File: src/rtl/muldiv_ctrl_pkg.sv
// Shared definitions for the HI/LO multiply/divide controller.
//   mdu_state_e : controller states (Idle, Mul, Div, Done)
//   Mdu*        : op_i encodings for MULT / MULTU / DIV / DIVU
//   is_div_op, is_signed_op : op decode helpers
package muldiv_ctrl_pkg;

    typedef enum logic [1:0] {
        StIdle = 2'b00,
        StMul  = 2'b01,
        StDiv  = 2'b10,
        StDone = 2'b11
    } mdu_state_e;

    localparam logic [1:0] MduMult  = 2'b00;
    localparam logic [1:0] MduMultu = 2'b01;
    localparam logic [1:0] MduDiv   = 2'b10;
    localparam logic [1:0] MduDivu  = 2'b11;

    function automatic logic is_div_op(input logic [1:0] op);
        return (op == MduDiv) || (op == MduDivu);
    endfunction

    function automatic logic is_signed_op(input logic [1:0] op);
        return (op == MduMult) || (op == MduDiv);
    endfunction

endpackage

File: src/rtl/muldiv_div_step.sv
// One combinational restoring-division step on unsigned magnitudes.
//   rem, quot  : partial remainder and the dividend bits still being shifted out (quotient
//                bits are shifted in at the bottom)
//   divisor    : unsigned divisor magnitude
//   rem_next, quot_next : values after shifting one bit and conditionally subtracting
module muldiv_div_step #(
    parameter int unsigned DATA_W = 32
) (
    input  logic [DATA_W-1:0] rem,
    input  logic [DATA_W-1:0] quot,
    input  logic [DATA_W-1:0] divisor,
    output logic [DATA_W-1:0] rem_next,
    output logic [DATA_W-1:0] quot_next
);

    // One extra bit: the shifted remainder can reach 2*divisor-1, which overflows DATA_W
    // when the divisor has its top bit set.
    logic [DATA_W:0] shifted;
    logic [DATA_W:0] diff;
    logic            fits;

    always_comb begin
        shifted   = {rem, quot[DATA_W-1]};
        diff      = shifted - {1'b0, divisor};
        fits      = ~diff[DATA_W];
        rem_next  = fits ? diff[DATA_W-1:0] : shifted[DATA_W-1:0];
        quot_next = {quot[DATA_W-2:0], fits};
    end

endmodule

File: src/rtl/muldiv_ctrl.sv
// HI/LO multiply/divide sequencer for the EX stage.
// Accepts MULT/MULTU/DIV/DIVU while idle, runs a 2-cycle multiply or a 32-step restoring
// divide, stalls the pipeline meanwhile and issues a single HI/LO write with the result.
// Ports:
//   clk, rst      clock (rising edge), synchronous active-high reset
//   start_i       mult/div instruction present in EX (held while stalled)
//   op_i          operation select (MduMult/MduMultu/MduDiv/MduDivu)
//   src_a_i       multiplicand / dividend
//   src_b_i       multiplier / divisor
//   flush_i       abort any operation, suppress the HI/LO write
//   stall_o       pipeline stall request
//   busy_o        controller not idle
//   done_o        one-cycle result-valid pulse
//   hilo_we_o     HI/LO write enable (same as done_o)
//   hi_o, lo_o    product high/low or remainder/quotient
//   div_zero_o    only with MULDIV_DIV0_FLAG_EN: pulses with done_o for a divide by zero
module muldiv_ctrl
    import muldiv_ctrl_pkg::*;
#(
    parameter int unsigned DATA_W = 32,
    parameter int unsigned CNT_W  = 6
) (
    input  logic              clk,
    input  logic              rst,
    input  logic              start_i,
    input  logic [1:0]        op_i,
    input  logic [DATA_W-1:0] src_a_i,
    input  logic [DATA_W-1:0] src_b_i,
    input  logic              flush_i,
    output logic              stall_o,
    output logic              busy_o,
    output logic              done_o,
    output logic              hilo_we_o,
`ifdef MULDIV_DIV0_FLAG_EN
    output logic              div_zero_o,
`endif
    output logic [DATA_W-1:0] hi_o,
    output logic [DATA_W-1:0] lo_o
);

    mdu_state_e state_q, state_d;
    logic [1:0]        op_q, op_d;
    // a_q doubles as the running quotient during a divide; b_q holds |divisor|.
    logic [DATA_W-1:0] a_q, a_d;
    logic [DATA_W-1:0] b_q, b_d;
    logic [DATA_W-1:0] rem_q, rem_d;
    logic [CNT_W-1:0]  cnt_q, cnt_d;
    logic              neg_quot_q, neg_quot_d;
    logic              neg_rem_q, neg_rem_d;
    logic [DATA_W-1:0] hi_q, hi_d;
    logic [DATA_W-1:0] lo_q, lo_d;
`ifdef MULDIV_DIV0_FLAG_EN
    logic              div0_q, div0_d;
`endif

    logic [2*DATA_W-1:0] a_ext, b_ext, product;
    logic [DATA_W-1:0]   step_rem, step_quot;
    logic [DATA_W-1:0]   src_a_mag, src_b_mag;
    logic                op_signed;

    muldiv_div_step #(
        .DATA_W(DATA_W)
    ) u_div_step (
        .rem      (rem_q),
        .quot     (a_q),
        .divisor  (b_q),
        .rem_next (step_rem),
        .quot_next(step_quot)
    );

    // Sign-extend for MULT so the low 2*DATA_W bits of the product are the signed result.
    always_comb begin
        a_ext   = {{DATA_W{is_signed_op(op_q) & a_q[DATA_W-1]}}, a_q};
        b_ext   = {{DATA_W{is_signed_op(op_q) & b_q[DATA_W-1]}}, b_q};
        product = a_ext * b_ext;
    end

    always_comb begin
        op_signed = is_signed_op(op_i);
        src_a_mag = (op_signed && src_a_i[DATA_W-1]) ? -src_a_i : src_a_i;
        src_b_mag = (op_signed && src_b_i[DATA_W-1]) ? -src_b_i : src_b_i;
    end

    always_comb begin
        state_d    = state_q;
        op_d       = op_q;
        a_d        = a_q;
        b_d        = b_q;
        rem_d      = rem_q;
        cnt_d      = cnt_q;
        neg_quot_d = neg_quot_q;
        neg_rem_d  = neg_rem_q;
        hi_d       = hi_q;
        lo_d       = lo_q;
`ifdef MULDIV_DIV0_FLAG_EN
        div0_d     = div0_q;
`endif

        if (flush_i) begin
            // Flush wins everywhere, including over a start in Idle and the final divide step.
            state_d = StIdle;
        end else begin
            unique case (state_q)
                StIdle: begin
                    if (start_i) begin
                        op_d = op_i;
`ifdef MULDIV_DIV0_FLAG_EN
                        div0_d = 1'b0;
`endif
                        if (!is_div_op(op_i)) begin
                            a_d     = src_a_i;
                            b_d     = src_b_i;
                            state_d = StMul;
                        end else if (src_b_i == '0) begin
                            hi_d    = src_a_i;
                            lo_d    = '1;
                            state_d = StDone;
`ifdef MULDIV_DIV0_FLAG_EN
                            div0_d  = 1'b1;
`endif
                        end else begin
                            a_d        = src_a_mag;
                            b_d        = src_b_mag;
                            rem_d      = '0;
                            cnt_d      = '0;
                            neg_quot_d = op_signed & (src_a_i[DATA_W-1] ^ src_b_i[DATA_W-1]);
                            neg_rem_d  = op_signed & src_a_i[DATA_W-1];
                            state_d    = StDiv;
                        end
                    end
                end
                StMul: begin
                    hi_d    = product[2*DATA_W-1:DATA_W];
                    lo_d    = product[DATA_W-1:0];
                    state_d = StDone;
                end
                StDiv: begin
                    rem_d = step_rem;
                    a_d   = step_quot;
                    cnt_d = cnt_q + CNT_W'(1);
                    if (cnt_q == CNT_W'(DATA_W - 1)) begin
                        lo_d    = neg_quot_q ? -step_quot : step_quot;
                        hi_d    = neg_rem_q ? -step_rem : step_rem;
                        state_d = StDone;
                    end
                end
                StDone: begin
                    // The same instruction is still in EX this cycle, so start_i is ignored.
                    state_d = StIdle;
                end
                default: state_d = StIdle;
            endcase
        end
    end

    always_ff @(posedge clk) begin
        if (rst) begin
            state_q    <= StIdle;
            op_q       <= '0;
            a_q        <= '0;
            b_q        <= '0;
            rem_q      <= '0;
            cnt_q      <= '0;
            neg_quot_q <= 1'b0;
            neg_rem_q  <= 1'b0;
            hi_q       <= '0;
            lo_q       <= '0;
        end else begin
            state_q    <= state_d;
            op_q       <= op_d;
            a_q        <= a_d;
            b_q        <= b_d;
            rem_q      <= rem_d;
            cnt_q      <= cnt_d;
            neg_quot_q <= neg_quot_d;
            neg_rem_q  <= neg_rem_d;
            hi_q       <= hi_d;
            lo_q       <= lo_d;
        end
    end

    always_comb begin
        stall_o   = ~rst & (((state_q == StIdle) & start_i & ~flush_i) |
                            (state_q == StMul) | (state_q == StDiv));
        busy_o    = (state_q != StIdle);
        done_o    = ~rst & ~flush_i & (state_q == StDone);
        hilo_we_o = done_o;
        hi_o      = hi_q;
        lo_o      = lo_q;
    end

`ifdef MULDIV_DIV0_FLAG_EN
    always_ff @(posedge clk) begin
        if (rst) begin
            div0_q <= 1'b0;
        end else begin
            div0_q <= div0_d;
        end
    end

    assign div_zero_o = done_o & div0_q;
`else
    // Without the flag, a divide by zero is visible only through the HI/LO result.
`endif

endmodule

File: config.mk
export PLATFORM = sky130hd
export DESIGN_NAME = muldiv_ctrl
export DESIGN_NICKNAME = d
export VERILOG_FILES = /design/src/rtl/muldiv_ctrl_pkg.sv /design/src/rtl/muldiv_div_step.sv /design/src/rtl/muldiv_ctrl.sv
export SDC_FILE = /design/constraint.sdc
export NUM_CORES = 2
export LEC_CHECK = 0
export ABC_AREA = 1
export CORE_ASPECT_RATIO = 0.8
export CORE_MARGIN = 3
export CORE_UTILIZATION = 55
export DETAILED_ROUTE_END_ITERATION = 7
export DONT_BUFFER_PORTS = 1
export MAX_ROUTING_LAYER = met4
export PLACE_DENSITY = 0.66
export SETUP_SLACK_MARGIN = 0.4
export SKIP_LAST_GASP = 1
export SYNTH_ARGS = -nofsm -noshare
export SYNTH_HDL_FRONTEND = slang
export SYNTH_SLANG_ARGS = --single-unit
export TNS_END_PERCENT = 20
File: constraint.sdc
create_clock -name clk -period 10 [get_ports clk]
set_clock_uncertainty 0.15 [all_clocks]
set_input_delay 2 -clock clk [delete_from_list [all_inputs] [get_ports clk]]
set_output_delay 2 -clock clk [all_outputs]
set_load 0.01 [all_outputs]
==> reports/results.tsv <==
metric	value	unit
Remaining DRCs	0	
Post-Route WL	190	mm
# hold bufs at CTS	0	
Root Driver	clkbuf_16	
clock-pin slew on the worst setup and hold paths	0.08	ns
Via density	5.59	
setup ws final	0.589	ns
WHS Path Cells	2	
die area	101000	um^2
number of H-tree levels	4	
minimum clock period	9.41	ns
max_cap viols	0	
FFs w/ async S/R, synth	0	%
antenna violations before repair	4	
final period utilization	94.1	%
first-pass GRT wire length	291	mm
final instance area	55400	um^2
CTS Buffer Depth	2	
flops & latches, synth	171	
worst-case reg-to-reg path depth	30	
First-pass DRT Iterations	6	
largest net degree at the start of global routing	92	
CP peak stage delay	1.14	ns
Die Width	354	um
distinct cell type count of the synthesized netlist	63	
total track usage	39.3	%
clock sinks	171	
Slew Viols, Final	0	
final setup violation count	0	
FF-to-FF Start	b_q[14]	
CP max stage cell	dfxtp_1	
cts bufs inserted	17	
drt wl/cell	22.7	um
setup slack at placement	0.558	ns
hold crit path type	flip-flop to flip-flop	
Port Buf Inserts	0	
Syn Nets	8690	
DP Area	54700	um^2
status	finished clean	
worst setup path startpoint	b_q[14]	
CORE AREA	95500	um^2
YS warnings	0	
drt initial violations	5183	
Fin Hold WS	0.342	ns
vias post-DR	46700	
Fmax	106	MHz
die height	284	um
vias in the first global route	46800	
clk_lat worst skew	0.47	ns
WP data arrival	9.66	ns
number of synthesized flops with an enable pin	0	
RSZ-0062 raised after global routing	no	
most used cell, CP	fa_1	
CP Launch Type	flip-flop	
Starting Density	55.8	%
Main synth FF type	dfxtp_1	
Slew @ Worst Pin	1.22	ns
Setup Crit Path Kind	flip-flop to flip-flop	
Worst slew margin	18.5	%
row count	101	
required time worst endpoint	10.25	ns
sequential area share after synthesis	6.42	%
Synth Area per Inst	7.37	um^2
hold_sp	cnt_q[1]	
Pwr per Cell Area	116	nW/um^2
setup tns final	0	ns
Synth Instances	7239	
VDD IR max	0.138	mV
CTS tree	done	
Final Hold Fails	0	
post-DP HPWL	158	mm
antenna-violating nets left	0	
Top Ports	138	
area delta synth->final	3.94	%
fin nets	8505	
share of post-route cells with drive strength above 1	4.88	%
Critical Path Fanout Max	15	
Synth Cell Area	53300	um^2
grt ovf	0	
Leak	30.2	nW
Worst Setup End Kind	flip-flop	
routability congestion estimate	1.01	
[metrics by stage]
stage,utilization (%),std cells,power [mW]
finish,58.0,8359,6.43
global route,58.0,8357,7.00
CTS,57.9,8349,6.33
detailed placement,57.3,8317,5.56
global placement,57.3,8317,5.54
floorplan,-,7239,4.00
[state kept, by name, indices dropped and copies added (netlist names)]
name,count
lo_o,32
b_q,32
neg_rem_q,1
a_q,32
neg_quot_q,1
hi_o,32
cnt_q,6
state_q,2
op_q,1
rem_q,32
[final timing paths]
path,slack (ns),to
worst max-delay path,0.59,hi_o[20]
worst min-delay path,0.34,cnt_q[1]
worst max register to register,0.59,hi_o[20]
worst min register to register,0.34,cnt_q[1]
[kinds of logic (layout without fill, tap and decap cells)]
family	count (synthesis)	after routing	share of synthesized area (%)
simple gates	2604	2604	20.0
buf+inv	2274	2102	16.2
fa+ha+maj	1381	1381	48.3
compound gates	722	722	7.66
flops	171	171	6.42
xor+xnor	86	86	1.41
mux	1	1	0.0211
other cells	0	5	0
[where the power goes]
part | switching, mW | total (mW) | internal (mW) | leakage [nW]
combinational | 3.16 | 4.76 | 1.60 | 28.5
clock | 0.367 | 0.755 | 0.388 | 0.300
sequential | 0.193 | 0.913 | 0.720 | 1.40
[layout by cell type (no fill, tap or decap), drive strengths merged, types with 2 or more instances in the layout]
cell,n
nor2,346
o311ai,2
xor2,51
a31oi,35
a41oi,2
nand2,1900
or2,22
diode,5
nand3b,21
a211oi,12
o221ai,3
o21ai,235
nor3b,2
o21bai,17
o211ai,29
nor3,52
a21boi,2
nand4,35
a21oi,326
clkinv,8
xnor2,35
o31ai,4
o22ai,4
o21a,13
buf,160
nor4,16
fa,1126
a21o,22
o2111ai,2
nand3,204
clkbuf,19
bufinv,2
inv,1911
a221oi,9
ha,255
and3,5
clkinvlp,2
dfxtp,171
[metal layers]
layer	global-route usage (%)	share of wire, %	vias to the layer above
met1	55.6	42	23100
met5	-	0	-
li1	-	-	20700
met2	56.4	42	2611
met4	12.8	4.0	0
met3	8.71	12	344
[timing repair]
| item | CTS | global route |
|---|---|---|
| buffers inserted | 0 | 5 |
| endpoints found under the setup margin | 0 | 3 |
| gates resized for setup | 0 | 4 |
[worst max-delay path: cells and delay by family (launching register included)]
family,cells,cell delay [ns]
buffers and inverters,7,0.87
AO/OA/AOI/OAI,8,1.87
flip-flops,1,1.14
adder cells (fa/ha/maj),9,4.52
AND/OR/NAND/NOR,6,0.80
[cell type report]
cell class,instances,area [um^2]
multi-input combinational,4794,41300
fill,9186,40100
inverter,1910,7170
sequential,171,3450
tap,1287,1610
timing repair buffer,160,1260
clock buffer,19,443
clock inverter,13,178
antenna,5,12.5
[synthesized netlist by cell type (6+ instances only)]
cell type / instances / area share (%)
xnor2_1: 35 / 0.57
inv_2: 12 / 0.084
nand3b_1: 21 / 0.30
fa_1: 1126 / 42
buf_2: 14 / 0.13
a21oi_2: 8 / 0.13
nand2_4: 8 / 0.17
o21bai_1: 17 / 0.24
clkbuf_1: 277 / 2.0
o211ai_1: 28 / 0.39
nand2_2: 34 / 0.40
o21a_1: 13 / 0.18
dfxtp_1: 171 / 6.4
nand3_2: 6 / 0.11
a21oi_1: 316 / 3.0
nor3_1: 49 / 0.46
or2_2: 22 / 0.26
nor2_1: 327 / 2.3
a31oi_1: 35 / 0.41
a21o_1: 22 / 0.31
buf_1: 61 / 0.43
o21ai_0: 225 / 2.1
xor2_1: 51 / 0.84
nand4_1: 35 / 0.41
inv_1: 1895 / 13
nor2_2: 14 / 0.16
nor4_1: 16 / 0.19
nand2_1: 1857 / 13
ha_1: 255 / 6.0
a221oi_1: 9 / 0.15
a211oi_1: 12 / 0.17
nand3_1: 197 / 1.8
Power figures use the tool's default switching activity.
